--- src/rtl/psum_collector_pkg.sv ---
// Shared constants, FSM state type and the lane unpack/extend helper for the
// psum_collector block.
package psum_collector_pkg;

   localparam int ACC_W   = 32;
   localparam int LANE_W  = 13;
   localparam int PSUM_W  = 52;
   localparam int N_LANES = 4;
   localparam int CNT_W   = 16;

   typedef enum logic [1:0] {
      IDLE  = 2'd0,
      ACCUM = 2'd1,
      HOLD  = 2'd2
   } state_e;

   // Extended operand for lane idx. In single mode only lane 0 is fed, and the
   // extension bits sit above ACC_W, so truncation makes signedness irrelevant.
   function automatic logic [ACC_W-1:0] lane_extract(
      input int                idx,
      input logic              quad,
      input logic              sgn,
      input logic [PSUM_W-1:0] psum
   );
      logic [LANE_W-1:0] lane;
      logic [ACC_W-1:0]  res;
      lane = psum[LANE_W*idx +: LANE_W];
      if (quad) begin
         if (sgn) begin
            res = {{(ACC_W-LANE_W){lane[LANE_W-1]}}, lane};
         end else begin
            res = {{(ACC_W-LANE_W){1'b0}}, lane};
         end
      end else if (idx == 0) begin
         res = psum[ACC_W-1:0];
      end else begin
         res = {ACC_W{1'b0}};
      end
      return res;
   endfunction

endpackage

--- src/rtl/psum_collector_if.sv ---
// Configuration, psum input stream and result output of the psum_collector.
interface psum_collector_if;
   import psum_collector_pkg::*;

   logic                   cfg_start;
   logic [CNT_W-1:0]       cfg_len;
   logic                   cfg_quad;
   logic                   cfg_signed;
   logic                   psum_valid;
   logic [PSUM_W-1:0]      psum_in;
   logic                   psum_ready;
   logic                   out_valid;
   logic [N_LANES*ACC_W-1:0] out_data;
   logic                   out_ready;
   logic                   busy;
   logic                   done;

   modport master (
      output cfg_start, cfg_len, cfg_quad, cfg_signed, psum_valid, psum_in, out_ready,
      input  psum_ready, out_valid, out_data, busy, done
   );

   modport slave (
      input  cfg_start, cfg_len, cfg_quad, cfg_signed, psum_valid, psum_in, out_ready,
      output psum_ready, out_valid, out_data, busy, done
   );
endinterface

--- src/rtl/psum_collector_lane_acc.sv ---
// One wrapping lane accumulator with synchronous clear and add-enable.
module psum_lane_acc
   import psum_collector_pkg::*;
(
   input  logic             clk,
   input  logic             rst,
   input  logic             clr_i,
   input  logic             en_i,
   input  logic [ACC_W-1:0] operand_i,
   output logic [ACC_W-1:0] acc_o
);

   logic [ACC_W-1:0] acc_q;
   logic [ACC_W-1:0] acc_d;

   // Next accumulator value: clear wins over add; sum wraps modulo 2^ACC_W.
   always_comb begin
      acc_d = acc_q;
      if (clr_i) begin
         acc_d = {ACC_W{1'b0}};
      end else if (en_i) begin
         acc_d = acc_q + operand_i;
      end else begin
         acc_d = acc_q;
      end
   end

   // Accumulator register.
   always_ff @(posedge clk) begin
      if (rst) begin
         acc_q <= {ACC_W{1'b0}};
      end else begin
         acc_q <= acc_d;
      end
   end

   assign acc_o = acc_q;

endmodule

--- src/rtl/psum_collector.sv ---
// Collects psum beats from a fusion_unit column into four lane accumulators and
// presents the finished result on a valid/ready port.
module psum_collector
   import psum_collector_pkg::*;
(
   input  logic            clk,
   input  logic            rst,
   psum_collector_if.slave bus
);

   state_e           state_q;
   logic [CNT_W-1:0] len_q;
   logic [CNT_W-1:0] cnt_q;
   logic             quad_q;
   logic             signed_q;
   logic             out_valid_q;
   logic             busy_q;
   logic             done_q;

   logic             start_s;
   logic             xfer_s;
   logic [ACC_W-1:0] acc_s [N_LANES];

   assign start_s = (state_q == IDLE) && bus.cfg_start;
   assign xfer_s  = (state_q == ACCUM) && bus.psum_valid;

   // Job FSM, beat counter, latched config and registered status outputs.
   always_ff @(posedge clk) begin
      if (rst) begin
         state_q     <= IDLE;
         len_q       <= {CNT_W{1'b0}};
         cnt_q       <= {CNT_W{1'b0}};
         quad_q      <= 1'b0;
         signed_q    <= 1'b0;
         out_valid_q <= 1'b0;
         busy_q      <= 1'b0;
         done_q      <= 1'b0;
      end else begin
         done_q <= 1'b0;
         case (state_q)
            IDLE: begin
               if (bus.cfg_start) begin
                  len_q    <= bus.cfg_len;
                  quad_q   <= bus.cfg_quad;
                  signed_q <= bus.cfg_signed;
                  cnt_q    <= {CNT_W{1'b0}};
                  busy_q   <= 1'b1;
                  if (bus.cfg_len == {CNT_W{1'b0}}) begin
                     state_q     <= HOLD;
                     out_valid_q <= 1'b1;
                  end else begin
                     state_q     <= ACCUM;
                     out_valid_q <= 1'b0;
                  end
               end else begin
                  state_q <= IDLE;
               end
            end
            ACCUM: begin
               if (bus.psum_valid) begin
                  cnt_q <= cnt_q + CNT_W'(1);
                  if (cnt_q == len_q - CNT_W'(1)) begin
                     state_q     <= HOLD;
                     out_valid_q <= 1'b1;
                  end else begin
                     state_q <= ACCUM;
                  end
               end else begin
                  state_q <= ACCUM;
               end
            end
            HOLD: begin
               if (bus.out_ready) begin
                  state_q     <= IDLE;
                  out_valid_q <= 1'b0;
                  busy_q      <= 1'b0;
                  done_q      <= 1'b1;
               end else begin
                  state_q <= HOLD;
               end
            end
            default: begin
               state_q     <= IDLE;
               out_valid_q <= 1'b0;
               busy_q      <= 1'b0;
            end
         endcase
      end
   end

   for (genvar k = 0; k < N_LANES; k++) begin : g_lane
      psum_lane_acc u_acc (
         .clk       (clk),
         .rst       (rst),
         .clr_i     (start_s),
         .en_i      (xfer_s),
         .operand_i (lane_extract(k, quad_q, signed_q, bus.psum_in)),
         .acc_o     (acc_s[k])
      );
      assign bus.out_data[ACC_W*k +: ACC_W] = acc_s[k];
   end

   assign bus.psum_ready = (state_q == ACCUM);
   assign bus.out_valid  = out_valid_q;
   assign bus.busy       = busy_q;
   assign bus.done       = done_q;

endmodule

--- src/flat_wrapper.sv ---
// flat-port wrapper written by rule: the top's interface ports become plain ports
module psum_collector_flat import psum_collector_pkg::*;
  (clk, rst, bus_cfg_start, bus_cfg_len, bus_cfg_quad, bus_cfg_signed, bus_psum_valid, bus_psum_in, bus_out_ready, bus_psum_ready, bus_out_valid, bus_out_data, bus_busy, bus_done);
  psum_collector_if bus_i ();
  input  logic clk;
  input  logic rst;
  input wire logic [$bits(bus_i.cfg_start)-1:0] bus_cfg_start;
  input wire logic [$bits(bus_i.cfg_len)-1:0] bus_cfg_len;
  input wire logic [$bits(bus_i.cfg_quad)-1:0] bus_cfg_quad;
  input wire logic [$bits(bus_i.cfg_signed)-1:0] bus_cfg_signed;
  input wire logic [$bits(bus_i.psum_valid)-1:0] bus_psum_valid;
  input wire logic [$bits(bus_i.psum_in)-1:0] bus_psum_in;
  input wire logic [$bits(bus_i.out_ready)-1:0] bus_out_ready;
  output wire logic [$bits(bus_i.psum_ready)-1:0] bus_psum_ready;
  output wire logic [$bits(bus_i.out_valid)-1:0] bus_out_valid;
  output wire logic [$bits(bus_i.out_data)-1:0] bus_out_data;
  output wire logic [$bits(bus_i.busy)-1:0] bus_busy;
  output wire logic [$bits(bus_i.done)-1:0] bus_done;
  assign bus_i.cfg_start = bus_cfg_start;
  assign bus_i.cfg_len = bus_cfg_len;
  assign bus_i.cfg_quad = bus_cfg_quad;
  assign bus_i.cfg_signed = bus_cfg_signed;
  assign bus_i.psum_valid = bus_psum_valid;
  assign bus_i.psum_in = bus_psum_in;
  assign bus_i.out_ready = bus_out_ready;
  assign bus_psum_ready = bus_i.psum_ready;
  assign bus_out_valid = bus_i.out_valid;
  assign bus_out_data = bus_i.out_data;
  assign bus_busy = bus_i.busy;
  assign bus_done = bus_i.done;
  psum_collector u_core (.clk(clk), .rst(rst), .bus(bus_i));
endmodule
--- config.mk ---
export PLATFORM = sky130hd
export DESIGN_NAME = psum_collector_flat
export DESIGN_NICKNAME = d
export VERILOG_FILES = /design/src/rtl/psum_collector_pkg.sv /design/src/rtl/psum_collector_if.sv /design/src/rtl/psum_collector_lane_acc.sv /design/src/rtl/psum_collector.sv /design/src/flat_wrapper.sv
export SDC_FILE = /design/constraint.sdc
export NUM_CORES = 1
export LEC_CHECK = 0
export BUFFER_PORTS_ARGS = -buffer_cell sky130_fd_sc_hd__buf_4
export CORE_MARGIN = 1
export CORE_UTILIZATION = 59
export CTS_BUF_LIST = sky130_fd_sc_hd__clkbuf_4 sky130_fd_sc_hd__clkbuf_8 sky130_fd_sc_hd__clkbuf_16
export DETAILED_ROUTE_END_ITERATION = 10
export GPL_TIMING_DRIVEN = 0
export PLACE_DENSITY = 0.82
export SKIP_CTS_REPAIR_TIMING = 1
export SYNTH_ARGS = -nofsm -noshare
export SYNTH_HDL_FRONTEND = slang
export SYNTH_HIERARCHICAL = 1
export SYNTH_SLANG_ARGS = --single-unit
--- constraint.sdc ---
create_clock -name clk -period 4.6 [get_ports clk]
set_input_delay 0.92 -clock clk [delete_from_list [all_inputs] [get_ports clk]]
set_output_delay 0.92 -clock clk [all_outputs]
set_load 0.02 [all_outputs]
==> results of run 1 <==
## cell families after synthesis
logic type,after synthesis
AND/OR/NAND/NOR,633
AO/OA/AOI/OAI,554
flip-flops,167
adder cells (fa/ha/maj),130
buffers and inverters,128
XOR/XNOR,100
multiplexers,58
## sequential cells by signal (all words and copies together), names as in the netlist, 2 cells and up
register                   cells
u_core/cnt_q                  16
u_core/g_lane.u_acc/acc_o    128
u_core/state_q                 2
u_core/len_q                  16
## power by group
group / switching, mW / leakage [nW] / internal (mW)
clock: 0.645 / 0.271 / 0.763
sequential: 0.0281 / 1.35 / 1.47
combinational: 0.354 / 5.78 / 0.229
## worst paths after layout
check,start,end,slack [ns]
worst min register to register,u_core/g_lane[0].u_acc/acc_o[26],u_core/g_lane[0].u_acc/acc_o[26],0.47
worst min-delay path,u_core/g_lane[0].u_acc/acc_o[26],u_core/g_lane[0].u_acc/acc_o[26],0.47
worst max-delay path,u_core/quad_q,u_core/g_lane[3].u_acc/acc_o[31],0.38
worst max register to register,u_core/quad_q,u_core/g_lane[3].u_acc/acc_o[31],0.38
## final cells by class
cell class / instances / share of cell area, %
Antenna cell: 2 / 0.0305
Buffer: 69 / 1.85
Clock buffer: 19 / 2.68
Clock inverter: 13 / 0.731
Inverter: 59 / 1.35
Multi-Input combinational cell: 1475 / 61.2
Sequential cell: 167 / 20.3
Tap cell: 313 / 2.38
Timing Repair Buffer: 206 / 9.41
## metrics by stage
| step | power, mW | util (%) | std cells | setup WS (ns) |
|---|---|---|---|---|
| after floorplan | 1.90 | - | 1770 | 0.899 |
| after global placement | 2.09 | 69.2 | 2289 | 0.222 |
| after detailed placement | 2.10 | 69.2 | 2289 | 0.189 |
| after CTS | 3.50 | 71.7 | 2321 | 0.134 |
| after global routing | 3.63 | 71.7 | 2323 | 0.0493 |
| final | 3.49 | 71.7 | 2323 | 0.377 |
## placed cells by master, fill, tap and decap left out, types with 24 or more instances in the layout
cell type    n
clkbuf_1    52
inv_1       57
and2_1      43
a21oi_1    138
o211ai_1    29
xnor2_1     53
o21ai_0    120
nor2_1     155
nor3_1      32
a21o_1      54
buf_4      206
xor2_1      47
and3_1      29
nand3_1     54
nand4_1     24
nand2_1    165
mux2i_1     55
a211oi_1    36
ha_1       126
dfxtp_1    167
## worst reg2reg max path: stages, from the launching register on
cell and delay (ns):
dfxtp_1 0.31, clkbuf_1 0.42, clkbuf_1 0.39, and3_2 0.62, ha_1 0.24, buf_2 0.18
and3_1 0.22, and3_1 0.16, buf_2 0.16, nand2_1 0.17, a2111oi_4 0.57, nor3_2 0.11
or4_1 0.48, a21oi_1 0.12
## metal layers
metal | share of wire [%] | track usage, % | wire, um
met1 | 43 | 44.0 | 17700
met3 | 7.8 | 4.58 | 3190
met2 | 45 | 54.2 | 18500
met5 | 0 | 0 | 0
met4 | 4.0 | 16.8 | 1630
==> out/qor.txt, run 1 <==
number of I/O pins: 207
first-pass GRT wire length: 66100 um
Max Clk Rate: 0.237 GHz
Initial DRC Count: 1153
Sum Neg Setup Slack: 0 ns
port bufs: 206
initial core utilization: 60.8%
worst hold path type: reg2reg
FF-to-FF path depth: 13
power density cells: 212 nW/um^2
Synth Area in XOR/XNOR: 6.29%
mux cell area share after synthesis: 4.20%
Top delay family on crit path: simple AND/OR/NAND/NOR gates
Yosys top cell by area: dfxtp_1
CP endpoint kind: flip-flop
CP Depth: 13
CTS Buf Count: 17
area occupied by multi-input gates: 10100 um^2
main flop type after synthesis: dfxtp_1
CP Max Fanout: 21
CP max-delay cell: and3_2
maxcap violations: 0
Core Box Area: 22900 um^2
htree depth: 4
final hold violation count: 0
Ys Warns: 6
Post-Synthesis Cell Area: 13900 um^2
top-count cell post-synth: dfxtp_1
clock root buffer: clkbuf_16
Synth Net Count: 1975
dominant cells by area after synthesis: dfxtp_1 24%, ha_1 11%, a21oi_1 5.0%, nand2_1 4.4%, o21ai_0 4.3%
final hold slack: 0.468 ns
layout cells sized above 1: 15.6%
Critical Path RT: 4.96 ns
Slew Limit Headroom: 19.2%
All-Layer GR Usage: 33.6%
clock sinks: 167
routed len/inst: 17.6 um
syn_area_per_cell: 7.87 um^2
Peak VDD IR: 0.000209 V
chip height: 156 um
total iterations of the first detailed-routing run: 7
post-DP HPWL: 30900 um
Pleak: 7.40 nW
Worst-path clk slew: 0.07 ns
synthesis-stage register bit count: 167
Critical Path Source Type: flip-flop
crit path kind: reg2reg
# setup viols final: 0
worst-skew pair later-pin latency: 0.44 ns
area growth from synthesis to layout: 18.0%
status: finished clean
GP Congestion: 0.938
share of the synthesized area in the top cell type: 24.0%
total number of vias: 14637
period utilisation layout: 91.8%
Max Root-Sink Buffers: 2
Die Wd: 156 um
fin. max-slew vios: 0
vias in the first global route: 13536
unrepaired setup endpoints after global routing: no
clk_skew: 0.0130 ns
row count: 55
Buf/Inv on CP: 4
Vias per Instance: 6.30
nets: 2200
Gate Count Post-Synth: 1770
Compound-Gate Fraction of Synth Area: 26.5%
fillers: 1928
Post-synth EDFFs: 0
ys async rst share: 0%
largest net degree at the start of global routing: 23
die area: 24200 um^2
DRC: 0
register area: 3340 um^2
largest family of logic cells by synthesized area: compound AO/OA/AOI/OAI gates
most common library cells after synthesis: 167 x dfxtp_1, 165 x nand2_1, 155 x nor2_1, 138 x a21oi_1, 126 x ha_1
final worst path period need: 4.22 ns
Worst-Margin Slew: 1.21 ns
final instance area: 16400 um^2
Post-Synth Adder-Cell Area: 11.9%
crit path cell chain: clkbuf_1 -> clkbuf_1 -> and3_2 -> ha_1 -> buf_2 -> and3_1 -> and3_1 -> buf_2 -> nand2_1 -> a2111oi_4 -> nor3_2 -> or4_1 -> a21oi_1
initial antenna violation count: 2
Antenna Nets Post-Route: 0
number of distinct library cells after synthesis: 85
Simple-Gate Fraction of Synth Area: 23.3%
register area share after synthesis: 24.0%
CTS tree: yes
Remaining Overflow, GRT: 0
hold path cells: 2
DRT Wirelength: 41000 um
Worst EP arrival: 4.58 ns
crit-path max cell delay: 0.61 ns
DP Area: 15900 um^2
(Power assumes the default switching activity.)
==> inputs of run 2 (changes only) <==
- GPL_TIMING_DRIVEN: 0 -> not set
- clock period: 4.6 -> 4.4 ns (I/O delays scaled with it)
==> out/qor.txt, run 2 (synthesized netlist as in run 1, its figures left out) <==
# diodes: 0
port bufs: 206
Vias per Instance: 6.29
Worst-Margin Slew: 0.809 ns
CTS tree: yes
crit path to: u_core/g_lane[0].u_acc/acc_o[28]
All-Layer GR Usage: 32.5%
# setup viols final: 0
fillers: 1933
DRT Wirelength: 40400 um
Max Root-Sink Buffers: 2
GP Congestion: 0.989
CTS Buf Count: 17
unrepaired setup endpoints after global routing: no
crit path kind: reg2reg
most frequent cells in the layout: 221 x buf_4, 166 x dfxtp_1, 165 x nand2_1
commonest non-fill, non-tap cell in the layout: buf_4
worst-skew pair later-pin latency: 0.44 ns
Worst-path clk slew: 0.07 ns
Pleak: 7.33 nW
initial core utilization: 60.8%
die area: 24200 um^2
maxcap violations: 0
clock root buffer: clkbuf_16
Peak VDD IR: 0.000183 V
Remaining Overflow, GRT: 0
Initial DRC Count: 1188
vias in the first global route: 13071
post-DP HPWL: 29800 um
register area: 3340 um^2
clock sinks: 167
Slew Limit Headroom: 46.0%
routed len/inst: 17.8 um
hold path start: u_core/g_lane[0].u_acc/acc_o[30]
total number of vias: 14267
Critical Path RT: 4.70 ns
r2r setup slk: 0.50 ns
row count: 55
chip height: 156 um
DRC: 0
initial antenna violation count: 1
setup ws final: 0.504 ns
worst hold path type: reg2reg
Sum Neg Setup Slack: 0 ns
final worst path period need: 3.90 ns
area occupied by multi-input gates: 10100 um^2
Core Box Area: 22900 um^2
period utilisation layout: 88.5%
Largest register FFs: 128
first-pass GRT wire length: 63900 um
Critical path origin: u_core/quad_q
fin. max-slew vios: 0
Place WS: 0.459 ns
status: finished clean
clk_skew: 0.0165 ns
number of I/O pins: 207
Antenna Nets Post-Route: 0
total iterations of the first detailed-routing run: 5
Critical Path Source Type: flip-flop
FF-to-FF End: u_core/g_lane[0].u_acc/acc_o[28]
largest net degree at the start of global routing: 45
Worst EP arrival: 4.19 ns
layout cells sized above 1: 16.2%
worst r2r src: u_core/quad_q
CP Max Fanout: 44
htree depth: 4
final hold violation count: 0
CP endpoint kind: flip-flop
nets: 2146
area growth from synthesis to layout: 16.5%
Die Wd: 156 um
Max Clk Rate: 0.257 GHz
power density cells: 221 nW/um^2
FF-to-FF path depth: 13
run 2: per-layer routing:
metal,global-route usage [%],share of wire (%)
met2,54.9,46
met4,10.1,2.3
met1,42.1,44
met5,0,0
met3,5.47,7.3
run 2: worst max-delay path: stages (launching register included):
cell	delay (ns)
dfxtp_2	0.61
buf_4	0.44
nand3_1	0.14
o21ai_0	0.15
ha_1	0.34
a21o_1	0.20
a21o_1	0.19
a2111oi_0	0.56
nor2_1	0.10
a31oi_1	0.26
o21ai_1	0.20
a221oi_2	0.32
xor2_1	0.17
o21ai_1	0.07
run 2: report_power, final:
part / switching [mW] / total [mW] / leakage [nW] / internal (mW)
combinational: 0.348 / 0.581 / 5.72 / 0.232
clock: 0.692 / 1.43 / 0.263 / 0.743
sequential: 0.0378 / 1.57 / 1.35 / 1.54
run 2: stage by stage:
stage          instance area (um^2)  total power [mW]  std cells  hold slack [ns]  util [%]
3_3_place_gp                  15700              2.16       2235            0.454      68.4
2_1_floorplan                 13900              1.99       1770            0.448         -
6_report                      16200              3.59       2267            0.472      70.8
4_1_cts                       16200              3.60       2267            0.470      70.8
3_5_place_dp                  15700              2.18       2235            0.460      68.4
5_1_grt                       16200              3.72       2267            0.501      70.8
run 2: layout make-up:
| cell class | instances | area share [%] |
|---|---|---|
| repair buffers | 221 | 10.2 |
| inverters | 59 | 1.36 |
| flip-flops and latches | 167 | 20.6 |
| clock buffers | 18 | 2.67 |
| well taps | 313 | 2.41 |
| clock inverters | 14 | 0.725 |
| multi-input cells | 1475 | 62.0 |
run 2: worst min path at each step:
stage                                                   to  slack (ns)  cells past startpoint
final                     u_core/g_lane[0].u_acc/acc_o[30]        0.47                      2
after global routing      u_core/g_lane[1].u_acc/acc_o[30]        0.50                      2
after CTS                 u_core/g_lane[0].u_acc/acc_o[30]        0.47                      2
after detailed placement  u_core/g_lane[0].u_acc/acc_o[30]        0.46                      2
after global placement    u_core/g_lane[0].u_acc/acc_o[26]        0.45                      2
after floorplan                           u_core/len_q[15]        0.45                      2
